==> config.mk <==
export PLATFORM = sky130hd
export DESIGN_NAME = jk_input_debouncer
export DESIGN_NICKNAME = d
export VERILOG_FILES = /design/src/rtl/jk_input_debouncer_pkg.sv /design/src/rtl/jk_input_debouncer_debounce_channel.sv /design/src/rtl/jk_input_debouncer.sv
export SDC_FILE = /design/constraint.sdc
export NUM_CORES = 1
export LEC_CHECK = 0
export CORE_ASPECT_RATIO = 1.75
export CORE_MARGIN = 1.5
export CORE_UTILIZATION = 35
export CTS_CLUSTER_SIZE = 8
export DETAILED_ROUTE_END_ITERATION = 10
export GPL_TIMING_DRIVEN = 0
export PLACE_DENSITY = 0.55
export SYNTH_ARGS = -nofsm -noshare
export SYNTH_HDL_FRONTEND = slang
export SYNTH_SLANG_ARGS = --single-unit
export TNS_END_PERCENT = 10
==> constraint.sdc <==
create_clock -name iClk -period 1.2 [get_ports iClk]
set_input_delay 0.3 -clock iClk [delete_from_list [all_inputs] [get_ports iClk]]
set_output_delay 0.3 -clock iClk [all_outputs]
set_load 0.005 [all_outputs]
==> src/rtl/jk_input_debouncer_pkg.sv <==
// ---------------------------------------------------------------------------
// jk_input_debouncer_pkg : shared debounce state encodings and rate defaults
// Revision 1.0
// ---------------------------------------------------------------------------
`default_nettype none

package jk_input_debouncer_pkg;

    typedef enum logic [1:0] {
        ST_LOW       = 2'd0,
        ST_WAIT_HIGH = 2'd1,
        ST_HIGH      = 2'd2,
        ST_WAIT_LOW  = 2'd3
    } deb_state_t;

    localparam int DEFAULT_OLD_HZ       = 10;
    localparam int DEFAULT_NEW_HZ       = 1;
    localparam int DEFAULT_STABLE_COUNT = 3;

    // Counter width helper that never returns zero.
    function automatic int clog2_min1(input int value);
        return (value <= 1) ? 1 : $clog2(value);
    endfunction

endpackage

`default_nettype wire

==> src/rtl/jk_input_debouncer_debounce_channel.sv <==
// ---------------------------------------------------------------------------
// jk_input_debouncer_debounce_channel : 2-FF synchronizer + tick-sampled debounce FSM
// Revision 1.0
// ---------------------------------------------------------------------------
`default_nettype none

module jk_input_debouncer_debounce_channel
    import jk_input_debouncer_pkg::*;
#(
    parameter int STABLE_COUNT = DEFAULT_STABLE_COUNT
) (
    input  logic clk,
    input  logic rst_n,
    input  logic tick,
    input  logic raw,
    output logic level,
    output logic level_next
);

    localparam int             CW     = $clog2(STABLE_COUNT + 1);
    localparam logic [CW-1:0]  TARGET = CW'(STABLE_COUNT);
    localparam logic [CW-1:0]  ONE    = CW'(1);

    logic          sync_meta;
    logic          sync_out;
    deb_state_t    state;
    deb_state_t    state_next;
    logic [CW-1:0] cnt;
    logic [CW-1:0] cnt_next;

    always_ff @(posedge clk or negedge rst_n) begin
        if (!rst_n) begin
            sync_meta <= 1'b0;
            sync_out  <= 1'b0;
        end else begin
            sync_meta <= raw;
            sync_out  <= sync_meta;
        end
    end

    always_ff @(posedge clk or negedge rst_n) begin
        if (!rst_n) begin
            state <= ST_LOW;
            cnt   <= '0;
            level <= 1'b0;
        end else begin
            state <= state_next;
            cnt   <= cnt_next;
            level <= level_next;
        end
    end

    // cnt counts consecutive opposite samples; it stops short of TARGET
    // because reaching TARGET is the accept event itself.
    always_comb begin
        state_next = state;
        cnt_next   = cnt;
        if (tick) begin
            case (state)
                ST_LOW: begin
                    if (sync_out) begin
                        if (STABLE_COUNT == 1) begin
                            state_next = ST_HIGH;
                            cnt_next   = '0;
                        end else begin
                            state_next = ST_WAIT_HIGH;
                            cnt_next   = ONE;
                        end
                    end
                end
                ST_WAIT_HIGH: begin
                    if (!sync_out) begin
                        state_next = ST_LOW;
                        cnt_next   = '0;
                    end else if (cnt >= TARGET - ONE) begin
                        state_next = ST_HIGH;
                        cnt_next   = '0;
                    end else begin
                        cnt_next   = cnt + ONE;
                    end
                end
                ST_HIGH: begin
                    if (!sync_out) begin
                        if (STABLE_COUNT == 1) begin
                            state_next = ST_LOW;
                            cnt_next   = '0;
                        end else begin
                            state_next = ST_WAIT_LOW;
                            cnt_next   = ONE;
                        end
                    end
                end
                ST_WAIT_LOW: begin
                    if (sync_out) begin
                        state_next = ST_HIGH;
                        cnt_next   = '0;
                    end else if (cnt >= TARGET - ONE) begin
                        state_next = ST_LOW;
                        cnt_next   = '0;
                    end else begin
                        cnt_next   = cnt + ONE;
                    end
                end
                default: begin
                    state_next = ST_LOW;
                    cnt_next   = '0;
                end
            endcase
        end
    end

    assign level_next = (state_next == ST_HIGH) || (state_next == ST_WAIT_LOW);

endmodule

`default_nettype wire

==> src/rtl/jk_input_debouncer.sv <==
// ---------------------------------------------------------------------------
// jk_input_debouncer : debounced J/K levels, shared change strobe, sample tick
// Revision 1.0
// ---------------------------------------------------------------------------
`default_nettype none

module jk_input_debouncer
    import jk_input_debouncer_pkg::*;
#(
    parameter int pOldHz       = DEFAULT_OLD_HZ,
    parameter int pNewHz       = DEFAULT_NEW_HZ,
    parameter int pStableCount = DEFAULT_STABLE_COUNT
) (
    input  logic iClk,
    input  logic iReset,
    input  logic iJ_raw,
    input  logic iK_raw,
    output logic oJ,
    output logic oK,
    output logic oChange,
    output logic oTick
);

    localparam int            DIV      = pOldHz / pNewHz;
    localparam int            DW       = clog2_min1(DIV);
    localparam logic [DW-1:0] DIV_LAST = DW'(DIV - 1);

    logic [DW-1:0] div_cnt;
    logic [DW-1:0] div_cnt_next;
    logic          j_next;
    logic          k_next;

    always_comb begin
        div_cnt_next = (div_cnt == DIV_LAST) ? '0 : div_cnt + DW'(1);
    end

    // Tick is registered off the next count so it is low during reset and
    // still goes permanently high when DIV is 1.
    always_ff @(posedge iClk or negedge iReset) begin
        if (!iReset) begin
            div_cnt <= '0;
            oTick   <= 1'b0;
        end else begin
            div_cnt <= div_cnt_next;
            oTick   <= (div_cnt_next == DIV_LAST);
        end
    end

    jk_input_debouncer_debounce_channel #(
        .STABLE_COUNT (pStableCount)
    ) u_j_channel (
        .clk        (iClk),
        .rst_n      (iReset),
        .tick       (oTick),
        .raw        (iJ_raw),
        .level      (oJ),
        .level_next (j_next)
    );

    jk_input_debouncer_debounce_channel #(
        .STABLE_COUNT (pStableCount)
    ) u_k_channel (
        .clk        (iClk),
        .rst_n      (iReset),
        .tick       (oTick),
        .raw        (iK_raw),
        .level      (oK),
        .level_next (k_next)
    );

    always_ff @(posedge iClk or negedge iReset) begin
        if (!iReset) begin
            oChange <= 1'b0;
        end else begin
            oChange <= (j_next != oJ) || (k_next != oK);
        end
    end

endmodule

`default_nettype wire

Word-level counts from Yosys, hierarchy flattened
Index checks and enable logic that the tools add are counted.

word-level totals
  flip-flop bits (word level) = 20
  input bits = 4
  output and inout bits = 4
  logic and storage cells = 72

operators by class
  $add $sub $neg = 3
  magnitude comparators = 2
  equality and inequality tests = 18
  multiplexer cells = 29
  reductions and logical operators = 7

operators with widths
  cell                 number
  $mux 2               24
  $pmux 2 s4           4
  $eq 2x2->1 const B   8
  $eq 4x4->1 const B   2
  $reduce_and 3->1     2
  $add 2x1->2 const B  2
  $add 4x1->4 const B  1
  $eq 2x1->1 const B   2
  $ge 2x2->1 const B   2
  $logic_not 2->1      2
  $mux 4               1
  $ne 2x1->1 const B   2
  $ne 2x2->1 const B   2
  $logic_or 1x1->1     3
  $ne 1x1->1           2

Longest topological paths before layout
Gate-level depths: netlist of the first run.

  word-level depth = 9
  gate-level depth with buffers = 4
  mapped depth without buffers = 4

By module
From an unflattened synthesis of the first run, not the netlist that was laid out.

unflattened totals
  cells, all modules = 60
  area total of the unflattened synthesis = 814.5 sq um

modules (own cells, without submodules)
  module                               instances  cells an instance  area each (sq um)  sequential area each (sq um)
  jk_input_debouncer_debounce_channel  2          20                 285.3              175.2
  jk_input_debouncer                   1          20                 244.0              150.1

Worst setup path after synthesis of the first run
OpenSTA, ideal clock, no wires.

  kind = flip-flop to flip-flop
  start = register oTick
  end = register oChange
  setup time = 0.122 ns
  data arrival time = 1.016 ns
  required time = 1.078 ns
  setup slack = 0.062 ns
  cell stages (with the launch flop) = 5
  path buffers = 0
  clock period less this slack = 1.138 ns
  cells stage by stage = dfrtp_1 > nand3_2 > mux2_4 > xnor2_1 > nand2_1

between the ends
  longest elaborated chain between the ends = 5
  elaborated cells between the ends (all ways) = 11
  classes of those cells = eq/ne: 6; mux: 2; reduce/logical: 3

RTL lines
  item                           line                                        RTL
  start: declaration             jk_input_debouncer.sv:21                    output logic oTick
  start signal: assignment       jk_input_debouncer.sv:45                    oTick <= (div_cnt_next == DIV_LAST);
  $mux 2 (*)                     jk_input_debouncer_debounce_channel.sv:58   if (tick) begin
  net u_j_channel.state_next[1]  jk_input_debouncer_debounce_channel.sv:27   deb_state_t state_next;
  $eq 2x2->1                     jk_input_debouncer_debounce_channel.sv:112  assign level_next = (state_next == ST_HIGH) || (state_next == ST_WAIT_LOW);
  $logic_or 1x1->1 (*)           jk_input_debouncer_debounce_channel.sv:112
  $ne 1x1->1 (*)                 jk_input_debouncer.sv:75                    oChange <= (j_next != oJ) || (k_next != oK);
  $logic_or 1x1->1 (*)           jk_input_debouncer.sv:75
  end signal: assignment         jk_input_debouncer.sv:75
  end: declaration               jk_input_debouncer.sv:20                    output logic oChange,

The timed path passes the listed nets; every way through them passes the cells marked *.
A chain may end at the register's enable or synchronous reset.

Final worst setup path of the first run
  start = register oTick
  end = register oChange

between the ends
  longest elaborated chain between the ends = 5
  elaborated cells between the ends (all ways) = 11
  classes of those cells = eq/ne: 6; mux: 2; reduce/logical: 3

RTL lines
  item                  line                                        RTL
  $mux 2 (*)            jk_input_debouncer_debounce_channel.sv:58
  $eq 2x2->1            jk_input_debouncer_debounce_channel.sv:112
  $logic_or 1x1->1 (*)  jk_input_debouncer_debounce_channel.sv:112
  net k_next            jk_input_debouncer.sv:31                    logic k_next;
  $ne 1x1->1 (*)        jk_input_debouncer.sv:75
  $logic_or 1x1->1 (*)  jk_input_debouncer.sv:75

Marks and branches as above.

==> results of run 1 <==
-- cells in the mapped netlist, types with 2 or more instances --
cell and n:
dfrtp_1 20, nand2_1 7, o21ai_1 5, inv_1 4
a21oi_1 3, nand3_1 3, o21ai_0 3, xnor2_1 3
mux2_1 2, mux2_4 2, nand3_2 2, nand4_1 2
xor2_1 2
-- final timing paths --
path	cells past startpoint	from	end	slack (ns)
min	0	u_k_channel.sync_meta	u_k_channel.sync_out	0.36
min reg2reg	0	u_k_channel.sync_meta	u_k_channel.sync_out	0.36
max	5	oTick	oChange	-0.02
max reg2reg	5	oTick	oChange	-0.02
max in group asynchronous	1	iReset	u_k_channel.cnt[0]	0.21
min in group asynchronous	1	iReset	u_k_channel.level	0.48
-- routing by layer --
metal | vias up | share of wire | global-route usage
met3 | 2 | 0.029 | 0.0303
met2 | 7 | 0.53 | 0.200
met4 | 0 | 0.018 | 0.0905
met5 | - | 0 | 0
li1 | 255 | - | -
met1 | 246 | 0.42 | 0.152
-- final cells by class --
type                    instances  area, um2  area share
clock buffers                   3       22.5      0.0227
well taps                      24       30.0      0.0303
clock inverters                 1       30.0      0.0303
plain buffers                   1       5.00     0.00505
inverters                       4       15.0      0.0152
flip-flops and latches         20        500       0.505
multi-input cells              41        307       0.309
repair buffers                 10       81.3      0.0821
-- power breakdown --
part           internal [mW]  switching [mW]  total [mW]
combinational         0.0768          0.0573       0.134
clock                  0.337           0.198       0.536
sequential             0.717          0.0433       0.761
total                   1.13           0.299        1.43
-- worst reg2reg max path, delay by kind of cell, from the launching register on --
family,cells,cell delay (ns)
xor gates and xnor gates,1,0.12
buffers and inverters,1,0.14
DFF,1,0.42
muxes,1,0.32
and+or+nand+nor,2,0.13
-- cell usage in the layout (no fill, tap or decap) --
cell type / count
xor2_1: 1
o21ai_0: 3
nand3_1: 3
mux2_1: 2
mux2_4: 2
nand2b_1: 1
a21o_1: 1
o21ai_1: 5
dfrtp_1: 20
or2_2: 1
buf_2: 1
clkdlybuf4s15_1: 1
nor3_1: 1
a22o_1: 1
clkdlybuf4s50_1: 3
buf_4: 2
clkbuf_2: 3
xnor2_1: 1
bufinv_16: 1
inv_1: 4
mux2_2: 1
a21oi_1: 3
xnor2_2: 2
nand3_2: 1
nand4_1: 2
clkbuf_4: 3
buf_6: 1
nand2_1: 7
xor2_2: 1
a31oi_1: 1
nand3_4: 1
-- flip-flops by register name (all words and copies together), names as in the netlist --
register	count
oChange	1
u_k_channel.state	2
u_j_channel.sync_meta	1
div_cnt	4
u_j_channel.sync_out	1
u_j_channel.state	2
u_j_channel.cnt	2
u_k_channel.sync_out	1
u_k_channel.level	1
oTick	1
u_k_channel.sync_meta	1
u_j_channel.level	1
u_k_channel.cnt	2
-- cells by family after synthesis --
logic type	after synthesis	share of synthesized area
flops	20	0.628
buf+inv	5	0.0251
compound gates	14	0.0973
simple gates	17	0.115
mux	5	0.0801
xor+xnor	5	0.0550
-- timing repair --
action / in CTS / in global routing
endpoints found under the hold margin: 0 / 0
endpoints found under the setup margin: 5 / 7
hold buffers: 0 / 0
setup buffers: 3 / 0
gates resized for setup: 12 / 4
==> results.md, run 1 <==
* Synth warn at 0
* WP buf/inv at 1
* # rows at 22
* Clock Skews at about 0.0037 ns
* CP delay by family, top: flip-flops
* Die width at approximately 39 um
* CP required at between 1 and 1.5 ns
* Worst path max stage delay at between 0.4 and 0.5 ns
* CTS clk-pin slew, worst paths at approximately 0.11 ns
* Post-place setup slack at -0.222 ns
* Die area at ~2600 um2
* DR iter-0 viols at 11
* Detail Route Antenna Nets at 0
* Final cell count without fillers at 104
* Routability Congestion at 0.650
* FILL cells at 206
* WL final at ~1200 um
* Root buffer cell: clkbuf_4
* Worst skew pair latency at 0.29 ns
* Vias per inst at around 5
* FFs w/ async S/R, synth at 1.00
* Initial Util at 0.376
* Synth cell types at 21
* CP max FO at 5
* Synth top area share at 0.628
* Relative max-transition margin at 0.437
* Ant. Diodes at 0
* Yosys top cell by area: dfrtp_1
* Clock Path Buffers at 2
* Final total power at approximately 1.4 mW
* I/O pin count at 8
* Chip Height at between 60 and 70 um
* Dpl cells at between 90 and 100
* Leak at approximately 0.46 nW
* Proportion of layout cells with a drive suffix above 1 at 0.250
* # port buffers at 7
* Syn_nets at 70
* Initial antenna violation count at 0
* Final Util at 0.468
* Max-slew violation total from the final report at 0
* Vias in the first global route at 516
* Critical Path Start Type: register
* Syn Std Cell Area at 797 um2
* Primary FF master, synth: dfrtp_1
* Vias at 510
* Average size of a mapped cell at 12.1 um2
* Final hold vios at 0
* Total clock sinks at 20
* DP Area at ~900 um2
* EDFF count, synth at 0
* Final worst-path cycle share at 1.02
* Final WS setup at -0.0248 ns
* Worst Setup Path Type: reg2reg
* PD cells at about 1400 nW/um2
* Final setup viols at 2
* DRC violations left at 0
* Seq/Total Area, Yosys at 0.628
* First-pass DRT Iterations at 2
* Final min period at around 1.2 ns
* CTS tree: done
* RSZ-0062 raised after global routing: yes
* GRT Overall Usage at 0.130
* Worst min-delay path class: reg2reg
* Nets@finish at between 80 and 90
* Failing checks: negative setup slack
* Worst vdd ir at between 0.0007 and 0.0008 V
* Fin area at ~990 um2
* Largest net degree at the start of global routing at 21
* Synth Instances at 66
* Seq cells post-synth at 20
* Synth area leaders: dfrtp_1 63%, mux2_4 3.8%, nand2_1 3.3%, xnor2_1 3.3%, o21ai_1 3.1%
* First-pass GRT wire length at between 2000 and 2500 um
* Critical Path, Cell by Cell: buf_6, nand3_2, mux2_4, xnor2_2, nand2_1
* Status: finished with violations
* Wire per inst at between 10 and 15 um
* Setup TNS Final at -0.0390 ns
* Layout Area Growth over Synthesis at 24.3%
* CORE AREA at 2120 um2
* Fmax at about 0.8 GHz
* Max-Cap Viols at 0
* CTS H-tree depth at 1
* Worst path arrival time at roughly 1.4 ns
* Hold Slack at between 0.3 and 0.4 ns
* Worst Tran Pin Value at roughly 0.84 ns
* Critical path's slowest cell: dfrtp_1
* Setup crit end kind: register
* Num CTS Buffers at 3
* Dpl hpwl at between 800 and 900 um
* Gr ovfl total at 0
No activity file was read; power rests on OpenSTA's default activity.
==> inputs of run 2 (changes only) <==
--- a/config.mk
+++ b/config.mk
@@ -12,7 +12,10 @@
 export DETAILED_ROUTE_END_ITERATION = 10
 export GPL_TIMING_DRIVEN = 0
 export PLACE_DENSITY = 0.55
+export RECOVER_POWER = 100
+export SKIP_CTS_REPAIR_TIMING = 1
 export SYNTH_ARGS = -nofsm -noshare
 export SYNTH_HDL_FRONTEND = slang
+export SYNTH_HIERARCHICAL = 1
 export SYNTH_SLANG_ARGS = --single-unit
 export TNS_END_PERCENT = 10
==> results.md, run 2 <==
* Status: finished with violations
* Failing checks: negative setup slack
* WL final at around 1200 um
* CTS H-tree depth at 1
* EDFF count, synth at 0
* Reg2reg start: oTick
* Critical Path, Cell by Cell: buf_4, nand3_2, mux2_4, xnor2_2, nand2_1
* Vias per inst at slightly below 5
* Worst min-delay path class: in2async
* Vias at ~480
* Critical path origin: oTick
* Root buffer cell: clkbuf_8
* Yosys top cell by area: dfrtp_1
* FILL cells at roughly 220
* Synth cell types at 18
* Synth warn at 6
* Dpl cells at a little over 90
* Initial antenna violation count at 0
* Routability Congestion at approximately 0.61
* Final min period at roughly 1.3 ns
* Primary FF master, synth: dfrtp_1
* Most frequent cells in the layout: 19 x dfrtp_1, 6 x a21oi_1, 4 x dlymetal6s2s_1, 4 x mux2_2
* Most common cell after layout, fill and taps aside: dfrtp_1
* Critical Path Start Type: register
* Final cell count without fillers at 98
* Largest net degree at the start of global routing at 21
* Syn_nets at 64
* Total clock sinks at 20
* Chip Height at ~67 um
* Final Util at 0.447
* FFs w/ async S/R, synth at 1.00
* Seq cells post-synth at 20
* Num CTS Buffers at 3
* Worst path arrival time at between 1 and 1.5 ns
* DR iter-0 viols at 15
* WP buf/inv at 1
* Layout Area Growth over Synthesis at 23.2%
* RSZ-0062 raised after global routing: yes
* CP max FO at 5
* Die area at roughly 2600 um2
* GRT Overall Usage at 0.118
* Gr ovfl total at 0
* Relative max-transition margin at 0.314
* Seq/Total Area, Yosys at 0.614
* Ant. Diodes at 0
* CP required at around 1.3 ns
* Average size of a mapped cell at roughly 14 um2
* Vias in the first global route at between 400 and 500
* CTS clk-pin slew, worst paths at around 0.07 ns
* Critical path's slowest cell: dfrtp_2
* Top-count cell post-synth: dfrtp_1
* Clock Skews at around 0.007 ns
* Largest register FFs at 4
* CTS tree: done
* Worst vdd ir at 0.000799 V
* Dpl hpwl at roughly 800 um
* I/O pin count at 8
* Final worst-path cycle share at 1.09
* Detail Route Antenna Nets at 0
* Setup crit end kind: register
* Die width at between 30 and 40 um
* Worst path max stage delay at about 0.44 ns
* Final WS setup at -0.107 ns
* Max-slew violation total from the final report at 0
* Initial Util at 0.363
* Leak at just under 0.5 nW
* Proportion of layout cells with a drive suffix above 1 at 0.219
* CP delay by family, top: flip-flops
* FF-to-FF End: oChange
* # port buffers at 7
* DRC violations left at 0
* Synth Instances at 60
* First-pass DRT Iterations at 4
* Clock Path Buffers at 2
* Synth area leaders: dfrtp_1 61%, mux2_1 5.5%, mux2_2 5.5%, xnor2_1 5.4%, a21oi_1 3.7%
* # rows at 23
* Top reg by flops: div_cnt
* Fmax at ~0.77 GHz
* Max-Cap Viols at 0
* Worst R2R Setup Slack at -0.11 ns
* First-pass GRT wire length at between 1500 and 2000 um
* Synth cell count leaders: 20 x dfrtp_1, 6 x a21oi_1, 5 x xnor2_1
* PD cells at 1360 nW/um2
* Worst Tran Pin Value at just over 1 ns
* Worst Setup Path Type: reg2reg
* CORE AREA at approximately 2200 um2
* Final total power at approximately 1.4 mW
* Final hold vios at 0
* Wire per inst at around 12 um
* Syn Std Cell Area at between 800 and 900 um2
* Nets@finish at between 70 and 80
* Synth top area share at 0.614
* Worst skew pair latency at roughly 0.26 ns
* R2R depth at 5
* Final setup viols at 1
## run 2: cell types whose count changed after synthesis, moves of 2 or more
cell / change
a21oi_1: +3
inv_1: -2
mux2_1: +2
mux2_2: +3
nand2_1: -5
nand3_1: -3
nand4_1: -2
nand4b_1: +2
o21ai_1: -5
o2bb2ai_1: +2
xnor2_1: +2
## run 2: how the worst max path moves through the flow
stage              end  slack [ns]  cells after the start
2_1_floorplan  oChange        0.02                      4
3_3_place_gp     oTick       -0.31                      1
3_5_place_dp     oTick       -0.32                      1
5_1_grt        oChange       -0.15                      5
4_1_cts          oTick       -0.42                      1
6_report       oChange       -0.11                      5
## run 2: metal layers
metal  GRT usage  part of all wire  vias to the layer above
li1            -                 -                      239
met1       0.122              0.42                      231
met2       0.178              0.53                        7
met3      0.0300             0.024                        2
met4       0.116             0.021                        0
met5           0                 0                        -
## run 2: stage by stage
stage               worst slack (ns)  cell area (um2)  hold WS [ns]  TNS [ns]
finish                        -0.107             1000         0.196    -0.107
global route                  -0.151             1000         0.294    -0.151
CTS                           -0.417              970         0.353     -1.20
detailed placement            -0.317              925         0.337     -5.25
global placement              -0.312              925         0.334     -5.16
floorplan                     0.0185              823       0.00441         0
## run 2: power by group
| part | switching [mW] | internal, mW |
|---|---|---|
| logic | 0.0586 | 0.0937 |
| registers | 0.0473 | 0.725 |
| clock network | 0.208 | 0.236 |
| total | 0.314 | 1.05 |
## run 2: final cells by class
type	count	area, um2	area share
flip-flops and latches	20	502	0.500
multi-input cells	38	325	0.324
repair buffers	9	92.6	0.0923
clock buffers	4	45.0	0.0449
well taps	25	31.3	0.0312
inverters	2	7.51	0.00748
## run 2: cell families after synthesis
group	share of synthesized area
compound gates	0.0891
flops	0.614
mux	0.129
xor+xnor	0.0753
simple gates	0.0830
buf+inv	0.00922
==> inputs of run 3 (changes only) <==
==> constraint.sdc (replaced) <==
create_clock -name iClk -period 1.35 [get_ports iClk]
set_input_delay 0.3375 -clock iClk [delete_from_list [all_inputs] [get_ports iClk]]
set_output_delay 0.3375 -clock iClk [all_outputs]
set_load 0.005 [all_outputs]
==> results.md, run 3 (synthesis results as in run 2) <==
* Fmax at between 0.7 and 0.8 GHz
* CORE AREA at around 2200 um2
* Final setup viols at 0
* Dpl cells at 92
* WP buf/inv at 1
* Die width at ~39 um
* Layout Area Growth over Synthesis at 22.7%
* First-pass GRT wire length at approximately 2100 um
* Vias at just under 500
* Vias in the first global route at 521
* Routability Congestion at between 0.5 and 0.6
* Combinational power share at 0.113
* Final worst-path cycle share at 0.959
* Initial Util at 0.363
* Fin area at 1000 um2
* DP Area at roughly 900 um2
* Status: completed
* Initial antenna violation count at 0
* Dpl hpwl at 819 um
* DR iter-0 viols at 5
* Final WS setup at ~0.056 ns
* Chip Height at 66.8 um
* Proportion of layout cells with a drive suffix above 1 at 0.222
* FILL cells at roughly 230
* Top reg by flops: div_cnt
* Final cell count without fillers at 97
* CTS tree: done
* GRT Overall Usage at 0.118
* Setup TNS Final at 0 ns
* CP required at between 1 and 1.5 ns
* Worst vdd ir at around 0.00056 V
* I/O pin count at 8
* Worst Setup Path Type: reg2reg
* Vias per inst at between 5 and 6
* CTS clk-pin slew, worst paths at ~0.07 ns
* Final min period at 1.29 ns
* # port buffers at 7
* Post-place setup slack at -0.158 ns
* Num CTS Buffers at 3
* Critical Path, Cell by Cell: buf_4, nand3_2, mux2_4, xnor2_2, nand2_1
* DRC violations left at 0
* Max-Cap Viols at 0
* Worst skew pair latency at approximately 0.25 ns
* Worst path max stage delay at between 0.4 and 0.5 ns
* Largest register FFs at 4
* Worst Tran Pin Value at 1.06 ns
* WL final at about 1200 um
* Worst path arrival time at approximately 1.4 ns
* Nets@finish at slightly below 80
* Gr ovfl total at 0
* Critical path's slowest cell: dfrtp_2
* Hold Slack at around 0.25 ns
* Final hold vios at 0
* Root buffer cell: clkbuf_8
* Ant. Diodes at 0
* Clock Skews at a little under 0.001 ns
* P_sw at ~270 uW
* Final total power at ~1.2 mW
* Internal at 926 uW
* Worst min-delay path class: in2async
* Clk pwr share at 0.315
* Setup crit end kind: register
* Net Sw Frac at 0.229
* Most common cell after layout, fill and taps aside: dfrtp_1
* Max-slew violation total from the final report at 0
* Final Util at 0.445
* Sequential share of power at 0.572
* Leak at around 0.48 nW
* CTS H-tree depth at 1
* Total clock sinks at 20
* Die area at around 2600 um2
* Reg2reg start: oTick
* PD cells at ~1200 nW/um2
* CP delay by family, top: flip-flops
* RSZ-0062 raised after global routing: yes
* Critical path origin: oTick
* Clock Path Buffers at 2
* Critical Path Start Type: register
* Largest net degree at the start of global routing at 21
* Relative max-transition margin at 0.295
* # rows at 23
* Wire per inst at between 10 and 15 um
* CP max FO at 6
* First-pass DRT Iterations at 4
* Detail Route Antenna Nets at 0
* Most frequent cells in the layout: 19 x dfrtp_1, 6 x a21oi_1, 4 x dlymetal6s2s_1, 4 x mux2_2
-- run 3: area by class of cell --
type	instances	area (um2)	share of cell area
Multi-Input combinational cell	38	325	0.325
Tap cell	25	31.3	0.0313
Inverter	2	7.51	0.00751
Sequential cell	20	502	0.502
Timing Repair Buffer	9	92.6	0.0926
Clock buffer	3	41.3	0.0413
-- run 3: path summary, 6_finish.rpt --
kind | endpoint | slack [ns] | cells after the start
worst max-delay path | oChange | 0.06 | 5
worst min-delay path | u_k_channel/state[1] | 0.25 | 1
worst max register to register | oChange | 0.06 | 5
worst min register to register | u_k_channel/sync_out | 0.35 | 0
max in group asynchronous | oTick | 0.39 | 1
min in group iClk | u_k_channel/sync_out | 0.35 | 0
-- run 3: per-layer routing --
layer / wire (um) / GRT usage / part of all wire / vias up
met3: 40 / 0.0200 / 0.032 / 2
met4: 25 / 0.103 / 0.020 / 0
li1: - / - / - / 238
met5: 0 / 0 / 0 / -
met2: 663 / 0.193 / 0.54 / 7
met1: 508 / 0.119 / 0.41 / 247
-- run 3: power by group through the flow --
stage / clock network, mW / registers (mW) / logic, mW
finish: 0.378 / 0.687 / 0.135
global route: 0.423 / 0.692 / 0.153
CTS: 0.398 / 0.686 / 0.135
detailed placement: 0 / 0.698 / 0.134
global placement: 0 / 0.694 / 0.131
floorplan: 0 / 0.690 / 0.0895
-- run 3: worst register-to-register path, stage by stage (launching register included) --
cell and delay, ns:
dfrtp_2 0.45, buf_4 0.16, nand3_2 0.08, mux2_4 0.32, xnor2_2 0.12, nand2_1 0.06
